<file path="src/rtl/stream_mux_pkg.sv">
// Shared definitions for the stream_mux_nx1 block.
// Provides the mode encodings and a helper that extracts one channel's word
// from a packed multi-channel bus.
package stream_mux_pkg;

  localparam logic MODE_FIXED = 1'b0;
  localparam logic MODE_RR    = 1'b1;

  // Upper bounds for the slice helper: up to 16 channels of up to 64 bits.
  localparam int MAX_W   = 64;
  localparam int MAX_CH  = 16;
  localparam int MAX_BUS = MAX_W * MAX_CH;

  // Returns the word of channel idx (each channel width bits wide) in the
  // low bits of the result; callers keep only their own WIDTH low bits.
  function automatic logic [MAX_W-1:0] ch_slice(
    input logic [MAX_BUS-1:0] bus,
    input int                 idx,
    input int                 width
  );
    logic [MAX_BUS-1:0] shifted;
    shifted = bus >> (idx * width);
    return shifted[MAX_W-1:0];
  endfunction

endpackage

</file>
<file path="src/rtl/stream_mux_nx1_rr_arbiter.sv">
// Round-robin arbiter for stream_mux_nx1.
// Searches upward from ptr+1 (wrapping modulo CHANNELS) and grants the first
// requesting channel; produces a one-hot grant plus its index.
module rr_arbiter #(
  parameter  int CHANNELS = 4,
  localparam int SEL_W    = $clog2(CHANNELS)
) (
  input  logic [CHANNELS-1:0] req,
  input  logic [SEL_W-1:0]    ptr,
  output logic [CHANNELS-1:0] grant,
  output logic [SEL_W-1:0]    grant_idx,
  output logic                grant_any
);

  // Priority search starting just after the last granted channel.
  always_comb begin
    grant     = '0;
    grant_idx = '0;
    grant_any = 1'b0;
    for (int off = 1; off <= CHANNELS; off++) begin
      if (!grant_any && req[(int'(ptr) + off) % CHANNELS]) begin
        grant_any = 1'b1;
        grant_idx = SEL_W'((int'(ptr) + off) % CHANNELS);
        grant[(int'(ptr) + off) % CHANNELS] = 1'b1;
      end
    end
  end

endmodule

</file>
<file path="src/rtl/stream_mux_nx1.sv">
// N-to-1 stream multiplexer with valid/ready handshakes and a one-entry
// registered output stage.
// Optional feature macro: STREAM_MUX_RR_EN compiles in round-robin arbitration
// (mode selects fixed or round-robin). Without it only fixed select exists,
// mode is ignored and no round-robin pointer is kept.
// Supports WIDTH up to 64 and CHANNELS 2..16.
module stream_mux_nx1
  import stream_mux_pkg::*;
#(
  parameter  int WIDTH    = 4,
  parameter  int CHANNELS = 4,
  localparam int SEL_W    = $clog2(CHANNELS)
) (
  input  logic                      clk,
  input  logic                      rst_n,
  input  logic [CHANNELS*WIDTH-1:0] in_data,
  input  logic [CHANNELS-1:0]       in_valid,
  output logic [CHANNELS-1:0]       in_ready,
  input  logic [SEL_W-1:0]          sel,
  input  logic                      mode,
  output logic [WIDTH-1:0]          out_data,
  output logic                      out_valid,
  input  logic                      out_ready,
  output logic [SEL_W-1:0]          out_ch
);

  logic [WIDTH-1:0]    out_data_reg;
  logic [SEL_W-1:0]    out_ch_reg;
  logic                out_valid_reg;

  logic                accept;
  logic                transfer;
  logic [CHANNELS-1:0] fixed_grant;
  logic [CHANNELS-1:0] grant_vec;
  logic [SEL_W-1:0]    grant_idx;
  logic                grant_any;

  logic [MAX_BUS-1:0]  bus_ext;
  logic [MAX_W-1:0]    grant_word_wide;
  logic                unused_word_bits;

  // The output register can take a new word when empty or being drained.
  assign accept   = !out_valid_reg || out_ready;
  assign transfer = grant_any && accept;

  // Fixed-select decode; an out-of-range sel matches no channel.
  genvar gi;
  generate
    for (gi = 0; gi < CHANNELS; gi++) begin : g_fixed
      assign fixed_grant[gi] = in_valid[gi] && (sel == SEL_W'(gi));
    end
  endgenerate

`ifdef STREAM_MUX_RR_EN
  logic [SEL_W-1:0]    rr_ptr_reg;
  logic [CHANNELS-1:0] rr_grant;
  logic [SEL_W-1:0]    rr_idx;
  logic                rr_any;

  rr_arbiter #(
    .CHANNELS (CHANNELS)
  ) u_rr_arbiter (
    .req       (in_valid),
    .ptr       (rr_ptr_reg),
    .grant     (rr_grant),
    .grant_idx (rr_idx),
    .grant_any (rr_any)
  );

  // Mode picks between the round-robin and fixed grant in the same cycle.
  always_comb begin
    grant_vec = fixed_grant;
    grant_idx = sel;
    grant_any = |fixed_grant;
    if (mode == MODE_RR) begin
      grant_vec = rr_grant;
      grant_idx = rr_idx;
      grant_any = rr_any;
    end
  end

  // Pointer remembers the last round-robin winner; reset gives channel 0 priority.
  always_ff @(posedge clk or negedge rst_n) begin
    if (!rst_n) begin
      rr_ptr_reg <= SEL_W'(CHANNELS - 1);
    end else if (transfer && (mode == MODE_RR)) begin
      rr_ptr_reg <= grant_idx;
    end
  end
`else
  logic unused_mode;
  assign unused_mode = mode;

  // Only fixed select is available in this build.
  always_comb begin
    grant_vec = fixed_grant;
    grant_idx = sel;
    grant_any = |fixed_grant;
  end
`endif

  // Only the granted channel sees ready, and never while reset is asserted.
  generate
    for (gi = 0; gi < CHANNELS; gi++) begin : g_ready
      assign in_ready[gi] = grant_vec[gi] && accept && rst_n;
    end
  endgenerate

  // Zero-extend the input bus so the shared slice helper can pick the winner.
  always_comb begin
    bus_ext = '0;
    bus_ext[CHANNELS*WIDTH-1:0] = in_data;
  end

  assign grant_word_wide  = ch_slice(bus_ext, int'(grant_idx), WIDTH);
  assign unused_word_bits = ^grant_word_wide;

  // Output register: load on transfer, clear valid on a drain with no refill.
  always_ff @(posedge clk or negedge rst_n) begin
    if (!rst_n) begin
      out_valid_reg <= 1'b0;
      out_data_reg  <= '0;
      out_ch_reg    <= '0;
    end else if (transfer) begin
      out_valid_reg <= 1'b1;
      out_data_reg  <= grant_word_wide[WIDTH-1:0];
      out_ch_reg    <= grant_idx;
    end else if (out_ready) begin
      out_valid_reg <= 1'b0;
    end
  end

  assign out_data  = out_data_reg;
  assign out_valid = out_valid_reg;
  assign out_ch    = out_ch_reg;

endmodule

</file>
<file path="config.mk">
export PLATFORM = sky130hd
export DESIGN_NAME = stream_mux_nx1
export DESIGN_NICKNAME = d
export VERILOG_FILES = /design/src/rtl/stream_mux_pkg.sv /design/src/rtl/stream_mux_nx1_rr_arbiter.sv /design/src/rtl/stream_mux_nx1.sv
export SDC_FILE = /design/constraint.sdc
export NUM_CORES = 1
export LEC_CHECK = 0
export ABC_CLOCK_PERIOD_IN_PS = 2300
export CORE_UTILIZATION = 34
export DETAILED_ROUTE_END_ITERATION = 6
export GPL_TIMING_DRIVEN = 1
export MAX_ROUTING_LAYER = met4
export PLACE_DENSITY = 0.9
export SLEW_MARGIN = 5
export SYNTH_ARGS = -nofsm -noshare
export SYNTH_HDL_FRONTEND = slang
export SYNTH_SLANG_ARGS = --single-unit
</file>
<file path="constraint.sdc">
create_clock -name clk -period 2.3 [get_ports clk]
set_clock_uncertainty 0.1 [all_clocks]
set_input_delay 0.575 -clock clk [delete_from_list [all_inputs] [get_ports clk]]
set_output_delay 0.575 -clock clk [all_outputs]
set_load 0.005 [all_outputs]
</file>
==> results of run 1 <==
==> area by class of cell <==
cell class              instances  area share, %
well taps                      15           1.98
repair buffers                 43           41.1
inverters                       3           1.19
multi-input cells              27           34.4
clock buffers                   4           2.78
flip-flops and latches          7           18.5
==> report_power, final <==
part	internal [W]	switching (W)	total [W]
Sequential	0.000153	0.0000203	0.000173
Combinational	0.000150	0.0000604	0.000211
Clock	0.0000660	0.0000418	0.000108
Total	0.000369	0.000123	0.000492
==> routing by layer <==
layer  part of all wire, %  vias up  global-route usage (%)
met5                     0        -                       -
met2                    52       17                    24.6
met1                    43      216                    20.6
met3                   3.0        2                       0
li1                      -      232                       -
met4                   1.3        0                    7.50
==> worst max-delay path, delay by kind of cell <==
| family | cells | cell delay (ns) |
|---|---|---|
| buf+inv | 3 | 0.65 |
| simple gates | 3 | 0.34 |
==> worst paths after layout <==
check | slack (ns) | start | to | depth (start not counted)
max | 0.05 | out_ready | in_ready[0] | 6
min | 0.41 | out_ch[1] | out_ch[1] | 1
min reg2reg | 0.41 | out_ch[1] | out_ch[1] | 1
min in group asynchronous | 0.64 | rst_n | out_valid | 2
max in group asynchronous | 1.35 | rst_n | out_data[2] | 2
max reg2reg | 0.80 | out_valid | out_data[1] | 4
==> cells by family after synthesis <==
kind of cell / Yosys count / synth area share (%)
multiplexers: 10 / 34.4
AO/OA/AOI/OAI: 4 / 11.3
buffers and inverters: 5 / 6.63
flip-flops: 7 / 34.4
AND/OR/NAND/NOR: 13 / 13.3
==> repair_timing <==
item / CTS / global route
pin swaps: 3 / 4
buffers inserted: 0 / 0
hold buffers: 0 / 0
setup endpoints to repair: 4 / 4
gates resized for setup: 14 / 9
==> placed cells by master (no fill, tap or decap), types with 2 or more instances in the layout <==
cell,n
mux2_4,5
clkbuf_4,3
mux4_2,4
nor3_2,3
nand2_1,3
buf_2,3
buf_4,8
inv_1,2
dfrtp_1,7
nand2_2,3
clkdlybuf4s50_1,30
==> metrics by stage <==
step | TNS (ns) | utilization, % | hold slack [ns] | instances
final | 0 | 70.1 | 0.406 | 99
after global routing | 0 | 70.1 | 0.425 | 99
after CTS | 0 | 70.0 | 0.413 | 99
after detailed placement | -1.56 | 67.8 | 0.402 | 95
after global placement | -1.35 | 67.8 | 0.400 | 95
after floorplan | 0 | - | 0.179 | 39
==> out/qor.csv, run 1 <==
metric,value,unit
outcome,"finished, final reports clean",
first-pass GRT wire length,1670,µm
First-pass DRT Iterations,2,
"EDFF count, synth",0,
final antenna-violating net count,0,
Least-Margin Pin Slew,0.332,ns
initial antenna violation count,0,
IO Pins,37,
max FFs per register,4,
1st-iter DRT viols,6,
final instance area,946,µm²
largest net degree at the start of global routing,9,
most frequent cell after synthesis,dfrtp_1,
Final Hold Viols,0,
register area share after synthesis,34.4,%
Initial Utilization,37.7,%
"flops & latches, synth",7,
Synth area leader,dfrtp_1,
Max-cap violations,0,
Most used DFF post-synth,dfrtp_1,
"most used cell, CP",nand2_2,
Worst Path Max Fanout,3,
total track usage,15.5,%
Syn Inst Count,39,
DIE HEIGHT,40.7,µm
Placed Area,916,µm²
die area,0.00166,mm²
Power per Cell Area,520,mW/mm²
CTS tree,yes,
Yosys warning count,0,
number of vias per cell,4.72,
pre-CTS setup slack,-0.359,ns
CP endpoint kind,primary output,
delay of the slowest cell on the worst path,0.47,ns
clk_lat worst skew,0.25,ns
vias in the first global route,399,
area of the multi-input gates,325,µm²
GPL Wtd Cong,0.773,
critical-path cell list,clkdlybuf4s50_1 > inv_2 > nand2_2 > nand2_2 > nor3_2 > buf_2,
Relative slew margins,77.7,%
Netlist cell types,16,
Hold Path Class,register to register,
Max Slew Vio Count,0,
part of the cycle the worst path needs,97.8,%
Fillers,94,
Arrival @ worst endpoint,1.57,ns
vias post-DR,467,
area of the mapped netlist,509,µm²
DRC,0,
WS Path Type,input pin to primary output,
leakage power,0.419,nW
clock root cell,clkbuf_4,
startpoint types,input pin,
crit path max-delay cell type,clkdlybuf4s50_1,
share of cells above drive strength 1,41.7,%
post-synth top area share,34.4,%
WL per Instance,11.7,µm
Die X,40.7,µm
CTS sink count,7,
Reg area,175,µm²
fin crit period,2.25,ns
endpoints failing setup,0,
fin worst setup slack,0.0503,ns
drt total wl,1160,µm
Buffers on Ports,35,
Final nets,111,
n_diodes,0,
CP required,1.62,ns
most frequent cells after synthesis,"dfrtp_1, mux2_4, nand2_1",
Peak VDD IR,211,µV
Post-Syn Nets,65,
Num CTS Buffers,3,
CORE AREA,0.00135,mm²
grt total ovfl,0,
"FFs w/ async S/R, synth",100,%
main area contributors after synthesis,"dfrtp_1, mux4_2, mux2_4",
H-Tree Depth,1,
Avg Inst Size Synth,13.1,µm²
RSZ-0062 raised after global routing,no,
Area Growth Syn to Fin,85.7,%
Site Rows,13,
total power,0.000492,W
Max Freq,445,MHz
clk slew on worst S/H paths,0.05,ns
clock tree buffer depth,2,
Power figures use the tool's default switching activity.
==> run 2, diff against run 1 <==
Settings changed: ABC_AREA set to 1, PLACE_DENSITY 0.9 to 0.88.
==> run 2 against run 1 <==
  * First-iteration DRC count down 33%
  * Non-clock buffer count increased by 2
  * Design area rose by 4.6%
  * Flip-flop and latch count is the same
  * Register-to-register slack improved by 0.44 ns
  * Total power decreased by 3.8%
  * Largest power group unchanged
  * Highest routed layer unchanged
==> out/qor.csv, run 2 <==
metric,value,unit,change
endpoints failing setup,0,,unchanged
CORE AREA,0.00149,mm²,+10%
"EDFF count, synth",0,,unchanged
Netlist cell types,14,,-2
Num CTS Buffers,3,,unchanged
"FFs w/ async S/R, synth",100,%,unchanged
reg-to-reg setup timing slack,1.24,ns,+0.44 ns
Die X,41.9,µm,+3.0%
CP required,1.62,ns,about the same
critical-path cell list,clkdlybuf4s50_1 > inv_1 > nand2_2 > nand2_2 > nor2_1 > dlygate4sd2_1,,
DRC,0,,unchanged
IO Pins,37,,unchanged
die area,0.00176,mm²,+6.1%
Post-Syn Nets,109,,+68%
R2R cell count,5,,+1
Min-Delay Startpoint,out_data[2],,
H-Tree Depth,1,,unchanged
CP top delay family,buffers and inverters,,
Fillers,140,,+49%
Most used DFF post-synth,dfrtp_1,,
Area Growth Syn to Fin,82.7,%,
register area share after synthesis,32.3,%,-2.1 points
Max Slew Vio Count,0,,unchanged
Final Hold Viols,0,,unchanged
Peak VDD IR,190,µV,-9.9%
Arrival @ worst endpoint,1.58,ns,about the same
n_diodes,0,,unchanged
most frequent cell after synthesis,nand2_1,,
r2r startpoint,out_valid,,
Hold Path Sink,out_data[2],,
clock tree buffer depth,2,,unchanged
number of vias per cell,4.47,,-5.2%
clk_lat worst skew,0.25,ns,about the same
startpoint types,input pin,,
fin worst setup slack,0.0449,ns,-0.00535 ns
Final nets,157,,+41%
drt total wl,1410,µm,+22%
FF-to-FF End,out_data[3],,
delay of the slowest cell on the worst path,0.45,ns,-0.02 ns
fin crit period,2.26,ns,+0.00535 ns
clock root cell,clkbuf_4,,
Post-DP HPWL,1170,µm,
WHS Path Cells,2,,+1
WS Path Type,input pin to primary output,,
Power per Cell Area,478,mW/mm²,-8.0%
largest net degree at the start of global routing,10,,+1
initial antenna violation count,0,,unchanged
RSZ-0062 raised after global routing,no,,
total power,0.000473,W,-3.8%
pre-CTS setup slack,-0.333,ns,+0.0258 ns
CP bufs+invs,3,,unchanged
leakage power,0.523,nW,+25%
Buffers on Ports,35,,unchanged
most frequent cells after synthesis,"nand2_1, dfrtp_1, nand3_1",,
final antenna-violating net count,0,,unchanged
"most common cell after layout, fill and taps aside",nand2_1,,
area of the mapped netlist,542,µm²,+6.4%
main area contributors after synthesis,"nand2_1, dfrtp_1, nand3_1",,
First-pass DRT Iterations,4,,+2
WL per Instance,9.68,µm,-17%
vias post-DR,653,,+40%
grt total ovfl,0,,unchanged
Hold Path Class,register to register,,
Synth area leader,nand2_1,,
Least-Margin Pin Slew,0.220,ns,-0.112 ns
CTS sink count,7,,unchanged
DIE HEIGHT,41.9,µm,+3.0%
"flops & latches, synth",7,,unchanged
total track usage,18.9,%,+3.4 points
Initial Utilization,36.4,%,-1.3 points
part of the cycle the worst path needs,98.0,%,+0.23 points
Syn Inst Count,83,,+110%
Max Freq,443,MHz,-0.24%
first-pass GRT wire length,2510,µm,+50%
Max-cap violations,0,,unchanged
Post-CTS Setup Bufs,0,,unchanged
"commonest cells after routing, fill and taps aside","nand2_1, clkdlybuf4s50_1, buf_4, nand3_1, dfrtp_1",,
Relative slew margins,85.4,%,+7.6 points
Avg Inst Size Synth,6.53,µm²,-50%
1st-iter DRT viols,4,,-2
clk slew on worst S/H paths,0.05,ns,about the same
GPL Wtd Cong,0.828,,+7.0%
"most used cell, CP",nand2_2,,
max FFs per register,4,,unchanged
Yosys warning count,0,,unchanged
Site Rows,14,,+1
outcome,"finished, final reports clean",,
CP endpoint kind,primary output,,
vias in the first global route,641,,+61%
Worst Path Max Fanout,4,,+1
post-synth top area share,34.6,%,+0.24 points
share of cells above drive strength 1,19.2,%,-22 points
CTS tree,yes,,
crit path max-delay cell type,clkdlybuf4s50_1,,
run 2: worst register-to-register path: stages (launching register included):
cell	delay (ns)
dfrtp_1	0.38
nand2_2	0.09
buf_4	0.16
o21ai_4	0.09
nand2_1	0.07
nand2_1	0.06
run 2: what timing repair did:
item | CTS | global route
endpoints found under the setup margin | 4 | 0
gates resized for setup | 7 | 0
hold buffers | 0 | 0
run 2: layout make-up:
cell class	instances	area, µm²	share of cell area (%)
Multi-Input combinational cell	69	329	33.2
Tap cell	16	20.0	2.02
Timing Repair Buffer	45	418	42.2
Sequential cell	7	175	17.7
Clock buffer	4	26.3	2.65
Inverter	5	21.3	2.15
run 2: kinds of logic after synthesis:
| logic type | count (synthesis) | share of synthesized area (%) |
|---|---|---|
| compound gates | 1 | 3.00 |
| buf+inv | 7 | 7.39 |
| flops | 7 | 32.3 |
| simple gates | 68 | 57.3 |
run 2: how the worst max path moves through the flow:
stage	cells past startpoint	endpoint	slack, ns	from
final	6	in_ready[2]	0.04	out_ready
after global routing	6	in_ready[2]	0.01	out_ready
after CTS	6	in_ready[2]	0.04	out_ready
after detailed placement	5	in_ready[2]	-0.33	sel[0]
after global placement	4	in_ready[3]	-0.28	sel[1]
after floorplan	4	in_ready[0]	0.62	sel[1]
run 2: metal layers:
layer	vias up	track usage (%)	wire length [µm]
met1	276	19.0	557
met5	-	-	0
met3	3	2.61	68
li1	349	-	-
met4	0	7.74	24
met2	25	35.9	765
run 2: where the power goes:
part	total (W)	switching (W)	internal, W
logic	0.000199	0.0000792	0.000120
registers	0.000166	0.0000151	0.000150
clock network	0.000109	0.0000429	0.0000660
total	0.000473	0.000137	0.000336
run 2: through the flow:
stage | util, % | hold slack (ns) | setup TNS, ns | cell area [µm²] | std cells
floorplan | - | 0.179 | 0 | 542 | 83
global placement | 65.0 | 0.355 | -1.05 | 968 | 142
detailed placement | 65.0 | 0.361 | -1.20 | 968 | 142
CTS | 66.5 | 0.373 | 0 | 990 | 146
global route | 66.5 | 0.404 | 0 | 990 | 146
finish | 66.5 | 0.365 | 0 | 990 | 146
==> run 3, diff against run 2 <==
Settings changed: SLEW_MARGIN 5 to 20.
==> results of run 3 <==
The final DEF is identical to that of run 2; final timing and power are the same.
